<file path="src/rtl/display_mode_ctrl.sv">
// Button-driven display controller: debounces nMode/nTrip, steps the display mode and
// sequences trip run/pause/clear. Define CADENCE_MODE_EN to add the CADENCE mode (4).
module display_mode_ctrl #(
    parameter int unsigned DEBOUNCE_CYCLES   = 655,
    parameter int unsigned LONG_PRESS_CYCLES = 65536
) (
    input  logic       HCLK,
    input  logic       HRESETn,
    input  logic       nMode,
    input  logic       nTrip,
    output logic [2:0] mode,
    output logic       mode_change,
    output logic       trip_run,
    output logic       trip_clear
);

    localparam int unsigned DbW   = $clog2(DEBOUNCE_CYCLES + 1);
    localparam int unsigned HoldW = $clog2(LONG_PRESS_CYCLES + 1);
    localparam logic [DbW-1:0]   DbLast  = DbW'(DEBOUNCE_CYCLES - 1);
    localparam logic [HoldW-1:0] LongCnt = HoldW'(LONG_PRESS_CYCLES);
`ifdef CADENCE_MODE_EN
    localparam logic [2:0] ModeLast = 3'd4;
`else
    localparam logic [2:0] ModeLast = 3'd3;
`endif

    typedef enum logic [1:0] {StIdle, StHeld, StLong} trip_state_e;

    // Index 0 = Mode button, index 1 = Trip button; level 1 means released.
    logic [1:0]     raw;
    logic [1:0]     lvl_q, lvl_d, prev_q;
    logic [DbW-1:0] cnt_q [2];
    logic [DbW-1:0] cnt_d [2];
    logic [1:0]     press, release_evt;

    logic [2:0]       mode_q, mode_d;
    logic             mode_change_q, mode_change_d;
    trip_state_e      state_q, state_d;
    logic [HoldW-1:0] hold_q, hold_d, hold_inc;
    logic             run_q, run_d;
    logic             clear_q, clear_d;

    assign raw = {nTrip, nMode};

    always_comb begin
        for (int i = 0; i < 2; i++) begin
            lvl_d[i] = lvl_q[i];
            cnt_d[i] = '0;
            if (raw[i] != lvl_q[i]) begin
                if (cnt_q[i] == DbLast) begin
                    lvl_d[i] = raw[i];
                end else begin
                    cnt_d[i] = cnt_q[i] + DbW'(1);
                end
            end
        end
    end

    // Events are seen one edge after the debounced level changes.
    assign press       = prev_q & ~lvl_q;
    assign release_evt = ~prev_q & lvl_q;

    always_comb begin
        mode_d        = mode_q;
        mode_change_d = 1'b0;
        if (press[0]) begin
            mode_d        = (mode_q == ModeLast) ? 3'd0 : mode_q + 3'd1;
            mode_change_d = 1'b1;
        end
    end

    assign hold_inc = hold_q + HoldW'(1);

    // Hold count includes the edge that takes the press, so it equals edges since the press.
    always_comb begin
        state_d = state_q;
        hold_d  = hold_q;
        run_d   = run_q;
        clear_d = 1'b0;
        unique case (state_q)
            StIdle: begin
                hold_d = '0;
                if (press[1]) begin
                    state_d = StHeld;
                    hold_d  = HoldW'(1);
                end
            end
            StHeld: begin
                if (release_evt[1]) begin
                    state_d = StIdle;
                    hold_d  = '0;
                    run_d   = ~run_q;
                end else if (hold_q != LongCnt) begin
                    hold_d = hold_inc;
                    if (hold_inc == LongCnt) begin
                        state_d = StLong;
                        clear_d = 1'b1;
                        run_d   = 1'b0;
                    end
                end
            end
            StLong: begin
                if (release_evt[1]) begin
                    state_d = StIdle;
                end
            end
            default: begin
                state_d = StIdle;
                hold_d  = '0;
            end
        endcase
    end

    always_ff @(posedge HCLK or negedge HRESETn) begin
        if (!HRESETn) begin
            lvl_q         <= 2'b11;
            prev_q        <= 2'b11;
            cnt_q[0]      <= '0;
            cnt_q[1]      <= '0;
            mode_q        <= '0;
            mode_change_q <= 1'b0;
            state_q       <= StIdle;
            hold_q        <= '0;
            run_q         <= 1'b0;
            clear_q       <= 1'b0;
        end else begin
            lvl_q         <= lvl_d;
            prev_q        <= lvl_q;
            cnt_q[0]      <= cnt_d[0];
            cnt_q[1]      <= cnt_d[1];
            mode_q        <= mode_d;
            mode_change_q <= mode_change_d;
            state_q       <= state_d;
            hold_q        <= hold_d;
            run_q         <= run_d;
            clear_q       <= clear_d;
        end
    end

    assign mode        = mode_q;
    assign mode_change = mode_change_q;
    assign trip_run    = run_q;
    assign trip_clear  = clear_q;

endmodule

</file>
<file path="config.mk">
export PLATFORM = sky130hd
export DESIGN_NAME = display_mode_ctrl
export DESIGN_NICKNAME = d
export VERILOG_FILES = /design/src/rtl/display_mode_ctrl.sv
export SDC_FILE = /design/constraint.sdc
export NUM_CORES = 1
export LEC_CHECK = 0
export BUFFER_PORTS_ARGS = -buffer_cell sky130_fd_sc_hd__buf_2
export CAP_MARGIN = 5
export CORE_MARGIN = 1
export CORE_UTILIZATION = 60
export CTS_CLUSTER_DIAMETER = 50
export CTS_CLUSTER_SIZE = 25
export DETAILED_ROUTE_END_ITERATION = 7
export HOLD_SLACK_MARGIN = 0.08
export PLACE_DENSITY = 0.85
export SETUP_SLACK_MARGIN = 0.3
export SLEW_MARGIN = 40
export SYNTH_ARGS = -nofsm -noshare
export SYNTH_HDL_FRONTEND = slang
export SYNTH_SLANG_ARGS = --single-unit
</file>
<file path="constraint.sdc">
create_clock -name HCLK -period 4.5 [get_ports HCLK]
set_input_delay 0.225 -clock HCLK [delete_from_list [all_inputs] [get_ports HCLK]]
set_output_delay 0.225 -clock HCLK [all_outputs]
set_load 0.05 [all_outputs]
</file>
== After elaboration in Yosys (flattened, before gate mapping) ==
Cells that the tools add are included.
Operators by class
  add/subtract/negate cells: 4
  eq/ne operators: 13
  multiplexer cells: 23
  bitwise logic cells: 6
  reductions and logical operators: 8
Operators with widths (number)
  $pmux W17 S3: 1
  $mux W10: 4
  $mux W17: 2
  $add A10 B1 Y10 const B: 2
  $eq A10 B10 Y1 const B: 2
  $add A17 B1 Y17 const B: 1
  $eq A17 B17 Y1 const B: 1
  $ne A17 B17 Y1 const B: 1
  $mux W2: 5
  $mux W1: 9
  $ne A3 B3 Y1 const B: 2
  $pmux W2 S3: 1
  $reduce_and A2 Y1: 3
  $and A2 B2 Y2: 2
  $ne A2 B2 Y1 const B: 2
  $not A2 Y2: 2
  $reduce_and A4 Y1: 1
  $reduce_bool A2 Y1: 2
  $add A3 B1 Y3 const B: 1
  $eq A3 B2 Y1 const B: 1
  $mux W3: 1
  $reduce_and A3 Y1: 1
  $eq A2 B1 Y1 const B: 1
  $eq A2 B2 Y1 const B: 1
  other kinds (3): 5
Word-level totals
  register bits after elaboration: 49
  word-level logic and storage cells: 65

== Logic depth before layout (Yosys ltp) ==
  word-level depth: 6
  depth in mapped cells: 9
  mapped depth without buffers: 8

== Worst setup path after synthesis ==
OpenSTA, ideal clock, no wires.
  kind: register -> register
  start: register hold_q[1]
  end: register run_q (netlist: trip_run)
  library setup time: 0.128 ns
  data arrival time: 1.990 ns
  slack: 2.383 ns
  cell stages (with the launch flop): 8
  buffers on the path: 0
  path through: dfrtp_1 > ha_1 > nand3_2 > or4_1 > o311ai_0 > nand4_1 > nor4_1 > o21ai_0
Between the ends
  cells in the longest elaborated chain, start to end: 4
  elaborated cells between the ends (all ways): 6
  classes of those cells: 1 x add/sub; 2 x eq/ne; 3 x reduce/logical
RTL lines
  from (decl): RTL line 39  | logic [HoldW-1:0] hold_q, hold_d, hold_inc;
  from (signal assigned): RTL line 134  | hold_q <= hold_d;
  $add A17 B1 Y17: RTL line 72  | assign hold_inc = hold_q + HoldW'(1);
  $eq A17 B17 Y1: RTL line 95  | if (hold_inc == LongCnt) begin
  $reduce_bool A2 Y1 (no line)
  $reduce_and A3 Y1 (no line) *
  to (signal assigned): RTL line 135  | run_q <= run_d;
  to (decl): RTL line 40  | logic run_q, run_d;
Mark *: on every way between the ends. The rest lies on a longest branch, timed or not.
A chain may end at the register's enable or synchronous reset.

== Final worst setup path ==
Ends and elaborated chain as after synthesis.

==> summary.txt <==
Syn_area_per_cell -> 9.29 sq um
CP max-delay cell -> or4_1
Wire per inst -> 13.9 microns
Critical path's top delay family -> simple AND/OR/NAND/NOR gates
Setup crit start -> hold_q[1]
NetSw -> 235 uW
Drt pass-1 iters -> 4
I/O Buffers -> 9
CTS tree -> yes
# IOs -> 10
Clk_lat worst skew -> 310 ps
Fin worst setup slack -> 2030 ps
Count leader, synth -> dfrtp_1
Sink Count -> 49
H-tree depth -> 2
Ant. Diodes -> 0
Post-synth top area cell -> dfrtp_1
Clock skew -> 10.3 ps
Total negative setup slack -> 0 ps
Comb power frac -> 0.121
Row count -> 24
Critical hold path startpoint -> nTrip
Maxcap violations -> 0
Final Cycle Share -> 0.549
Worst Hold Class -> in -> reg
Synth Register Bits -> 49
Final HPWL DP -> 3240 microns
Status -> finished, final reports clean
Fmax achieved -> 405 MHz
CORE AREA -> 0.00435 sq mm
Remaining global-route overflow -> 0
P_leak -> 1.24 nW
Top cell type's share of synthesized area -> 0.415
Tmin final -> 2470 ps
DRT antenna net count -> 0
Register area share after synthesis -> 0.454
Critical path data required time -> 4690 ps
Worst setup EP type -> register
Fin nets -> 305
Die W -> 69.2 microns
Area Growth Syn to Fin -> 5.49%
Crit Path Max Fanout -> 8
Final Max Tran Viols -> 0
Library cells used by synthesis -> 47
Worst-path clk slew -> 90 ps
Crit-path max cell delay -> 510 ps
Vias/cell -> 5.95
CTS Buf Count -> 5
CTS max path bufs -> 2
Largest net degree at the start of global routing -> 50
Fill cells -> 333
Drt drc -> 0
Critical path class -> reg -> reg
Asr flop ratio synth -> 1.00
Die Height -> 69.2 microns
Initial antenna violation count -> 0
Worst slew pin tran -> 622 ps
Cell Chain, Critical Path -> ha_1 -> nand3_2 -> or4_1 -> o311ai_0 -> nand4_1 -> nor4_1 -> o21ai_0
Worst VDD drop -> 0.218 mV
Root Buffer -> clkbuf_8
Via count -> 2059
Syn_nets -> 304
Postcts setup bufs -> 0
Final WL -> 4790 microns
Post-synth EDFFs -> 0
DIE AREA -> 0.00479 sq mm
Initial drt markers -> 216
Top post-synthesis cells by count -> 45 x dfrtp_1, 39 x nor2_1, 27 x nand2_1
First-pass GRT wire length -> 8710 microns
Reg2Reg Setup Slack -> 2030 ps
Ranking of synthesized cells by area -> dfrtp_1 42%, nor2_1 5.4%, xor2_1 5.2%
RR Startpoint -> hold_q[1]
Layout cell share with drive strength beyond 1 -> 0.119
Synth warn -> 0
Clk network pwr share -> 0.321
Vias in the first global route -> 1943
Startpoint types -> register
Internal cell power -> 618 uW
Sequential power share -> 0.558
Worst EP arrival -> 2660 ps
Syn Inst Count -> 292
Pwr dens -> 298 mW/mm^2
Starting Density -> 0.623
Max transition margin -> 0.585
# setup viols final -> 0
Synth Cell Area -> 0.00271 sq mm
Dpl ws -> 2080 ps
All-Layer GR Usage -> 0.226
CP Buf/Inv Count -> 0
Most used DFF post-synth -> dfrtp_1
Sw Share -> 0.275
Hold Vio Cnt, Final -> 0
GPL Wtd Cong -> 0.875
RSZ-0062 raised after global routing -> no
==> metal layers <==
layer	global-route usage	share of wire
met4	0.0930	0.010
met5	0	0
met1	0.321	0.47
met2	0.344	0.47
met3	0.0407	0.047
==> final timing paths <==
path,cells past startpoint,end
worst max-delay path,7,trip_run
worst min-delay path,2,lvl_q[1]
worst max register to register,7,trip_run
worst min register to register,0,prev_q[0]
max in group asynchronous,2,hold_q[11]
min in group asynchronous,2,mode_change
==> sequential cells by signal (all words and copies together) (netlist names) <==
name         cells
mode_change      1
trip_run         1
mode             3
state_q          2
cnt_q           20
lvl_q            2
prev_q           2
hold_q          17
trip_clear       1
==> power by group through the flow <==
stage	registers, mW	clock network, mW	logic (mW)
after floorplan	0.516	0	0.0411
after global placement	0.483	0	0.0998
after detailed placement	0.485	0	0.105
after CTS	0.476	0.283	0.105
after global routing	0.480	0.300	0.117
final	0.476	0.274	0.103
==> metrics by stage <==
| step | area (sq um) | utilization | instances | hold WS (ps) | total power [mW] |
|---|---|---|---|---|---|
| global route | 2860 | 0.657 | 346 | 164 | 0.898 |
| floorplan | 2710 | - | 292 | -70.6 | 0.557 |
| detailed placement | 2750 | 0.632 | 337 | 280 | 0.589 |
| global placement | 2740 | 0.630 | 337 | 376 | 0.583 |
| CTS | 2860 | 0.657 | 346 | 159 | 0.865 |
| finish | 2860 | 0.657 | 346 | 167 | 0.853 |
==> what timing repair did <==
item,CTS,global route
hold endpoints to repair,45,0
hold buffers,1,0
resized for setup,0,0
==> kinds of logic (layout without fill, tap and decap cells) <==
group | Yosys count | after routing | synth area share
buffers and inverters | 21 | 23 | 0.0360
AOI/OAI and AO/OA | 43 | 43 | 0.0941
adders and majority gates | 8 | 8 | 0.0369
DFF | 49 | 49 | 0.454
xor gates and xnor gates | 28 | 28 | 0.0904
and+or+nand+nor | 138 | 138 | 0.268
muxes | 5 | 5 | 0.0203
==> layout by cell type (no fill, tap or decap), types with 2 or more instances in the layout <==
| cell type | n |
|---|---|
| a21o_1 | 2 |
| a21oi_1 | 5 |
| a31oi_1 | 4 |
| and3_1 | 4 |
| buf_2 | 8 |
| clkbuf_8 | 6 |
| dfrtp_1 | 45 |
| dfstp_2 | 4 |
| ha_1 | 8 |
| inv_1 | 5 |
| mux2_2 | 4 |
| nand2_1 | 27 |
| nand2b_1 | 4 |
| nand3_1 | 16 |
| nand4_1 | 12 |
| nor2_1 | 39 |
| nor2b_1 | 5 |
| nor3_1 | 7 |
| nor4_1 | 8 |
| nor4b_1 | 2 |
| o21ai_0 | 20 |
| o31ai_1 | 4 |
| xnor2_1 | 12 |
| xor2_1 | 16 |
==> final cells by class <==
class / count / area (sq um) / area share
repair buffers: 10 / 57.6 / 0.0201
flip-flops and latches: 49 / 1230 / 0.430
multi-input cells: 222 / 1390 / 0.486
inverters: 5 / 18.8 / 0.00656
clock inverters: 2 / 16.3 / 0.00568
clock buffers: 6 / 82.6 / 0.0289
well taps: 52 / 65.1 / 0.0227
Power figures use the tool's default switching activity.
